--- src/rtl/seg7_pkg.sv ---
// Shared definitions for the seven-segment receive path: segment codes
// in {a,b,c,d,e,f,g} order (a = bit 6) and the acceptance FSM states.
package seg7_pkg;

  localparam logic [6:0] SEG_BLANK  = 7'b0000000;

  localparam logic [6:0] SEGCODE_0  = 7'b1111110;
  localparam logic [6:0] SEGCODE_1  = 7'b0110000;
  localparam logic [6:0] SEGCODE_2  = 7'b1101101;
  localparam logic [6:0] SEGCODE_3  = 7'b1111001;
  localparam logic [6:0] SEGCODE_4  = 7'b0110011;
  localparam logic [6:0] SEGCODE_5  = 7'b1011011;
  localparam logic [6:0] SEGCODE_6  = 7'b1011111;
  localparam logic [6:0] SEGCODE_7  = 7'b1110000;
  localparam logic [6:0] SEGCODE_8  = 7'b1111111;
  localparam logic [6:0] SEGCODE_9  = 7'b1111011;
  localparam logic [6:0] SEGCODE_A  = 7'b1110111;
  localparam logic [6:0] SEGCODE_B  = 7'b0011111;
  localparam logic [6:0] SEGCODE_C  = 7'b1001110;
  localparam logic [6:0] SEGCODE_D  = 7'b0111101;
  localparam logic [6:0] SEGCODE_E  = 7'b1001111;
  localparam logic [6:0] SEGCODE_F  = 7'b1000111;

  // S_TRACK: pattern still settling; S_LOCKED: pattern accepted and held.
  typedef enum logic {
    S_TRACK  = 1'b0,
    S_LOCKED = 1'b1
  } state_t;

endpackage

--- src/rtl/seg7_lut.sv ---
// Combinational segment-pattern to hex lookup. hit=0 for blank and for
// any pattern outside the 16-entry table; nibble is 0 whenever hit=0.
module seg7_lut
  import seg7_pkg::*;
(
  input  logic [6:0] seg,
  output logic       hit,
  output logic [3:0] nibble
);

  // Table match; anything unlisted falls through to a miss.
  always_comb begin
    hit    = 1'b1;
    nibble = 4'h0;
    case (seg)
      SEGCODE_0: nibble = 4'h0;
      SEGCODE_1: nibble = 4'h1;
      SEGCODE_2: nibble = 4'h2;
      SEGCODE_3: nibble = 4'h3;
      SEGCODE_4: nibble = 4'h4;
      SEGCODE_5: nibble = 4'h5;
      SEGCODE_6: nibble = 4'h6;
      SEGCODE_7: nibble = 4'h7;
      SEGCODE_8: nibble = 4'h8;
      SEGCODE_9: nibble = 4'h9;
      SEGCODE_A: nibble = 4'hA;
      SEGCODE_B: nibble = 4'hB;
      SEGCODE_C: nibble = 4'hC;
      SEGCODE_D: nibble = 4'hD;
      SEGCODE_E: nibble = 4'hE;
      SEGCODE_F: nibble = 4'hF;
      default: begin
        hit    = 1'b0;
        nibble = 4'h0;
      end
    endcase
  end

endmodule

--- src/rtl/seg7_to_hex_rx.sv ---
// Seven-segment receiver: registers the raw segment bus, requires a pattern
// to be stable for STABLE_CYCLES samples, decodes it and presents the digit
// on a valid/ready output with a sticky overrun flag.
module seg7_to_hex_rx
  import seg7_pkg::*;
#(
  parameter int STABLE_CYCLES = 4,
  parameter int CNT_W         = $clog2(STABLE_CYCLES + 1)
) (
  input  logic       clk,
  input  logic       rst,
  input  logic [6:0] seg_in,
  input  logic       out_ready,
  output logic       out_valid,
  output logic [3:0] out_nibble,
  output logic       out_err,
  output logic       overrun
);

  localparam logic [CNT_W-1:0] CNT_MAX = CNT_W'(STABLE_CYCLES - 1);

  // Stability counter step, holding at CNT_MAX once reached.
  function automatic logic [CNT_W-1:0] sat_inc(input logic [CNT_W-1:0] c);
    if (c >= CNT_MAX) return c;
    return c + CNT_W'(1);
  endfunction

  logic [6:0]       seg_q;
  logic [CNT_W-1:0] cnt;
  state_t           state;
  // Last pattern accepted (blank included); a re-acceptance of the same
  // pattern after a short glitch must not emit a second digit.
  logic [6:0]       last_q;

  logic             chg;
  logic             accept;
  logic             emit;
  logic             slot_free;
  logic             lut_hit;
  logic [3:0]       lut_nibble;

  // ---- stage 0: input sample and stability tracking ----

  // seg_in is compared with the value already in seg_q, so "chg" means
  // the sample landing on this edge differs from the previous one.
  assign chg = (seg_in != seg_q);

  // Sample the bus every cycle and count how long it has been unchanged.
  always_ff @(posedge clk) begin
    if (rst) begin
      seg_q <= SEG_BLANK;
      cnt   <= '0;
    end else begin
      seg_q <= seg_in;
      if (chg) cnt <= '0;
      else     cnt <= sat_inc(cnt);
    end
  end

  // ---- stage 1: acceptance, decode and output register ----

  seg7_lut u_lut (
    .seg    (seg_q),
    .hit    (lut_hit),
    .nibble (lut_nibble)
  );

  assign accept    = (state == S_TRACK) && !chg && (cnt == CNT_MAX);
  assign emit      = accept && (seg_q != SEG_BLANK) && (seg_q != last_q);
  assign slot_free = !out_valid || out_ready;

  // Acceptance FSM with registered digit output and overrun flag.
  always_ff @(posedge clk) begin
    if (rst) begin
      state      <= S_TRACK;
      last_q     <= SEG_BLANK;
      out_valid  <= 1'b0;
      out_nibble <= 4'h0;
      out_err    <= 1'b0;
      overrun    <= 1'b0;
    end else begin
      case (state)
        S_TRACK:  if (accept) state <= S_LOCKED;
        S_LOCKED: if (chg)    state <= S_TRACK;
        default:  state <= S_TRACK;
      endcase

      if (accept) last_q <= seg_q;

      // Drain first; a same-edge emission below overrides the clear.
      if (out_valid && out_ready) out_valid <= 1'b0;

      if (emit) begin
        if (slot_free) begin
          out_valid  <= 1'b1;
          out_nibble <= lut_hit ? lut_nibble : 4'h0;
          out_err    <= !lut_hit;
        end else begin
          overrun    <= 1'b1;
        end
      end
    end
  end

endmodule

--- config.mk ---
export PLATFORM = sky130hd
export DESIGN_NAME = seg7_to_hex_rx
export DESIGN_NICKNAME = d
export VERILOG_FILES = /design/src/rtl/seg7_pkg.sv /design/src/rtl/seg7_lut.sv /design/src/rtl/seg7_to_hex_rx.sv
export SDC_FILE = /design/constraint.sdc
export NUM_CORES = 1
export LEC_CHECK = 0
export CORE_AREA = 4 4 80 52
export CTS_BUF_LIST = sky130_fd_sc_hd__clkbuf_2 sky130_fd_sc_hd__clkbuf_4 sky130_fd_sc_hd__clkbuf_8
export DETAILED_ROUTE_END_ITERATION = 10
export DIE_AREA = 0 0 84 56
export DONT_BUFFER_PORTS = 1
export REMOVE_ABC_BUFFERS = 1
export SETUP_SLACK_MARGIN = 0.2
export SYNTH_ARGS = -nofsm -noshare
export SYNTH_HDL_FRONTEND = slang
export SYNTH_SLANG_ARGS = --single-unit
export TNS_END_PERCENT = 100
--- constraint.sdc ---
create_clock -name clk -period 4.3 [get_ports clk]
set_input_delay 0.86 -clock clk [delete_from_list [all_inputs] [get_ports clk]]
set_output_delay 0.86 -clock clk [all_outputs]
set_load 0.05 [all_outputs]
Word level (Yosys, flattened, before mapping) --
Cells that the tools add are included.
Word-level totals: register bits after elaboration 25, latch bits 0, memory bits (writable) 0, ROM bits 0, bits of input ports 10, output and inout port bits 7, logic and storage cells 59, memories 0
Operators by class: $add $sub $neg 1, multipliers 0, div/mod/pow operators 0, magnitude comparators 1, equal/unequal tests 20, shift-type cells 0, multiplexer cells 13, bitwise logic cells 2, reductions and logical operators 14
Operators by type and width (count):
- 7-bit equality test, second input constant | 12
- 4-bit case mux with 15 select lines | 1
- 7-bit by 6-bit equality test with 1-bit output, second input constant | 3
- 16-bit OR reduction | 1
- 7-bit != test | 2
- 1-bit 2-to-1 mux | 9
- 7-bit by 5-bit equality test with 1-bit output, second input constant | 1
- 7-bit nonzero test | 1
- 1-bit logical AND | 5
- 4-bit 2-to-1 mux | 1
- 2-bit AND reduction | 2
- 3-bit by 1-bit adder with 3-bit output, second input constant | 1
- 3-bit by 2-bit equality test with 1-bit output, second input constant | 1
- 3-bit by 2-bit greater-or-equal comparator with 1-bit output, second input constant | 1
- 1-bit zero test | 3
- 3-bit 2-to-1 mux | 1
- 2-bit != test, second input constant | 1
- 1-bit NOT | 2
- 1-bit case mux with 2 select lines | 1
- 2-bit OR reduction | 1
- 1-bit logical OR | 1

Depth between registers and ports, before layout --
depth in word-level cells 7, depth in mapped cells 7, mapped depth without buffers 6

Modules after synthesis --
From an unflattened synthesis, not the netlist that was laid out.
Second synthesis, totals: cell total of the unflattened synthesis 161, area total of the unflattened synthesis 1425.1 um^2
Modules (own cells, without submodules):
- seg7_to_hex_rx | times used 1, cells each 109, area an instance 1091.0 um^2
- seg7_lut | times used 1, cells each 52, area an instance 334.1 um^2

Least setup slack after synthesis --
Ideal clock, no wire load.
path type input port to flip-flop, start in seg_in[0], end reg out_nibble[0], library setup time 88 ps, arrival 1976 ps, required time 4212 ps, slack 2236 ps, cell stages on the path 6, buffers on the path 1, cells stage by stage xnor2_1 nand4_2 nor4_4 buf_6 a31oi_4 a311oi_2
On the way: cells in the longest elaborated chain, start to end 7
RTL lines:
- from (decl) | RTL line seg7_to_hex_rx.sv:12 | input logic [6:0] seg_in,
- 7-bit != test | RTL line seg7_to_hex_rx.sv:46 | assign chg = (seg_in != seg_q);
- 1-bit zero test | RTL line seg7_to_hex_rx.sv:68 | assign accept = (state == S_TRACK) && !chg && (cnt == CNT_MAX);
- 1-bit logical AND (2 in a row) | RTL line seg7_to_hex_rx.sv:68
- 1-bit logical AND (2 in a row) | RTL line seg7_to_hex_rx.sv:69 | assign emit = accept && (seg_q != SEG_BLANK) && (seg_q != last_q);
- 2-bit AND reduction (no line)
- to (signal assigned) | RTL line seg7_to_hex_rx.sv:96 | out_nibble <= lut_hit ? lut_nibble : 4'h0;
- to (decl) | RTL line seg7_to_hex_rx.sv:15 | output logic [3:0] out_nibble,
No other way between the ends. A chain may end at the register's enable or synchronous reset.

Worst setup path after layout --
start reg seg_q[6], end reg last_q[4]
On the way: cells in the longest elaborated chain, start to end 4
RTL lines:
- from (decl) | RTL line seg7_to_hex_rx.sv:28 | logic [6:0] seg_q;
- from (signal assigned) | RTL line seg7_to_hex_rx.sv:54 | seg_q <= seg_in;
- 7-bit != test | RTL line seg7_to_hex_rx.sv:46
- 1-bit zero test | RTL line seg7_to_hex_rx.sv:68
- 1-bit logical AND (2 in a row) | RTL line seg7_to_hex_rx.sv:68
- to (signal assigned) | RTL line seg7_to_hex_rx.sv:88 | if (accept) last_q <= seg_q;
- to (decl) | RTL line seg7_to_hex_rx.sv:33 | logic [6:0] last_q;
No other way between the ends.

==> results.yml <==
synthesis:
  synth-edff-count: 0
  syn_inst: 163
  synthArstFlopShare_pct: 0
  synth-seq-cells: 25
  synth_warnings: 0
  syn_area_per_cell_um2: 9.22
  synth.cell_area_um2: 1500
  ys_seq_area_share_pct: 33.3
  synth.distinct_cells: 47
  synth_flop_cell: "dfxtp_1"
clock_tree:
  cts-root-buf: "clkbuf_8"
  postCtsSetupBuffers: 0
  htreeDepth: 1
  cts_tree: "yes"
  clkTransAtPathRegs_ps: 80
  cts.sinks: 25
  ctsHoldBuffers: 0
  clk-insertion-delay-late_ps: 270
  cts_buffers: 3
  cts_buffer_depth: 2
  post_cts_resized: 0
global_route:
  antenna_found_initial: 0
  overflow: 0
  grt_max_degree: 28
  grt_pass1_vias: 1108
  grt_pass1_wl_mm: 5.29
  grt.total_usage_pct: 13.8
placed_design:
  dp_hpwl_mm: 2.20
  gp_congestion: 0.761
  portBuffers: 0
timing:
  fin_crit_sh_pct: 56.3
  finalCriticalPeriod_ps: 2420
  setup_tns_ps: 0
  slew_headroom_pct: 37.0
  slew_viol_final: 0
  setup_viol: 0
  tightest_slew_ps: 938
  fmax_ghz: 0.413
  grt_setup_unrepaired: "false"
  hold_viol: 0
  finClkSkew_ps: 4.60
min_path:
  hold_class: "reg2reg"
layout:
  fin_util_pct: 44.0
  drive_above_1_share_pct: 8.44
  antenna_cells: 0
  final_common_cell: "dfxtp_1"
  synthToLayoutAreaGrowth_pct: 2.25
  final_cell_mix: "dfxtp_1 (25), nor2_1 (13), nor2b_1 (11), mux2i_1 (11)"
  final_nets: 167
floorplanning:
  rows: 17
  io_pins: 17
  die_x_um: 84
  dieArea_um2: 4700
  core_um2: 3490
  die_h_um: 56
  start_util_pct: 43.1
drt:
  first_pass_iters: 4
  finalWirelength_mm: 3.00
  wl_per_cell_um: 14.9
  antenna_left: 0
  dr.first_iter.drc_count: 88
  vias: 1142
  avgViaCountPerCell: 5.68
  drcViolationCount: 0
worst_setup_path:
  crit_type: "reg2reg"
  path_max_fanout: 18
  cp.required_ps: 4460
  arrival_ps: 2580
  crit_path_end_kind: "flip-flop"
  cp-start-kind: "flip-flop"
power:
  powerDensity_nw_per_um2: 279
  peakVddDrop_uv: 174
  p_leak_nw: 0.578
run:
  maxCapViolCount: 0
outcome:
  run_status: "complete, no violations"
[worst max-delay path: stages, from the launching register on]
cell and delay [ps]:
dfxtp_1 730, xnor2_2 190, nand4_2 150, nor4_4 860, mux2i_1 310, nor2_1 60
[layout make-up]
| cell class | instances | area, um^2 |
|---|---|---|
| Multi-Input combinational cell | 123 | 921 |
| Clock buffer | 4 | 48.8 |
| Sequential cell | 25 | 500 |
| Inverter | 2 | 7.51 |
| Tap cell | 47 | 58.8 |
| Fill cell | 341 | 1950 |
[stage by stage]
stage	hold WS, ps	instances	power (mW)	setup slack, ps	cell area, um^2
6_report	491	201	0.428	1880	1540
5_1_grt	558	201	0.450	1660	1540
4_1_cts	497	201	0.433	1870	1540
3_5_place_dp	482	197	0.288	1710	1490
3_3_place_gp	440	197	0.287	1780	1490
2_1_floorplan	426	150	0.280	1940	1430
[sequential cells by signal, summed over array words and instances, names as in the netlist]
register	count
last_q	7
out_nibble	4
state	1
overrun	1
cnt	3
out_err	1
out_valid	1
seg_q	7
[synthesized netlist by cell type (all sizes together), types with 2 or more instances]
library cell / number / area (um^2)
a21oi: 4 / 23.8
a31oi: 2 / 27.5
a32o: 2 / 20.0
a41o: 2 / 20.0
and3: 6 / 37.5
buf: 10 / 62.6
clkbuf: 3 / 11.3
dfxtp: 25 / 500
ha: 2 / 25.0
inv: 2 / 7.51
mux2i: 11 / 110
nand2: 9 / 33.8
nand2b: 8 / 50.1
nand3: 3 / 27.5
nand4: 4 / 31.3
nor2: 13 / 48.8
nor2b: 11 / 68.8
nor3: 3 / 15.0
nor4: 4 / 46.3
nor4b: 2 / 17.5
o211ai: 3 / 22.5
o21ai: 3 / 15.0
o31ai: 3 / 27.5
xnor2: 6 / 60.1
xor2: 9 / 78.8
[metal layers]
metal / share of wire, % / global-route usage [%] / up-vias
li1: - / - / 560
met1: 49 / 19.1 / 549
met2: 46 / 21.3 / 31
met3: 4.6 / 3.99 / 2
met4: 0.47 / 3.21 / 0
met5: 0 / 0 / -
[worst paths after layout]
kind | start | endpoint | slack (ps) | cells past startpoint
min reg2reg | state$_SDFF_PP0_ | state$_SDFF_PP0_ | 490 | 2
min | state$_SDFF_PP0_ | state$_SDFF_PP0_ | 490 | 2
max | seg_q[6]$_SDFF_PP0_ | last_q[4]$_SDFFE_PP0P_ | 1880 | 5
max reg2reg | seg_q[6]$_SDFF_PP0_ | last_q[4]$_SDFFE_PP0P_ | 1880 | 5
[where the power goes]
group	leakage, nW	switching (mW)	internal [mW]	total (mW)
registers	0.203	0.0156	0.235	0.250
logic	0.348	0.0154	0.0177	0.0331
clock network	0.0262	0.0724	0.0726	0.145
[cell families (layout without fill, tap and decap cells)]
kind of cell / after synthesis / count (layout) / share of synthesized area, %
DFF: 25 / 25 / 33.3
muxes: 11 / 11 / 7.33
and+or+nand+nor: 71 / 71 / 29.6
buffers and inverters: 15 / 6 / 5.41
adders and majority gates: 2 / 2 / 1.67
AOI/OAI and AO/OA: 24 / 24 / 13.5
xor gates and xnor gates: 15 / 15 / 9.24
No activity file was read; power rests on OpenSTA's default activity.
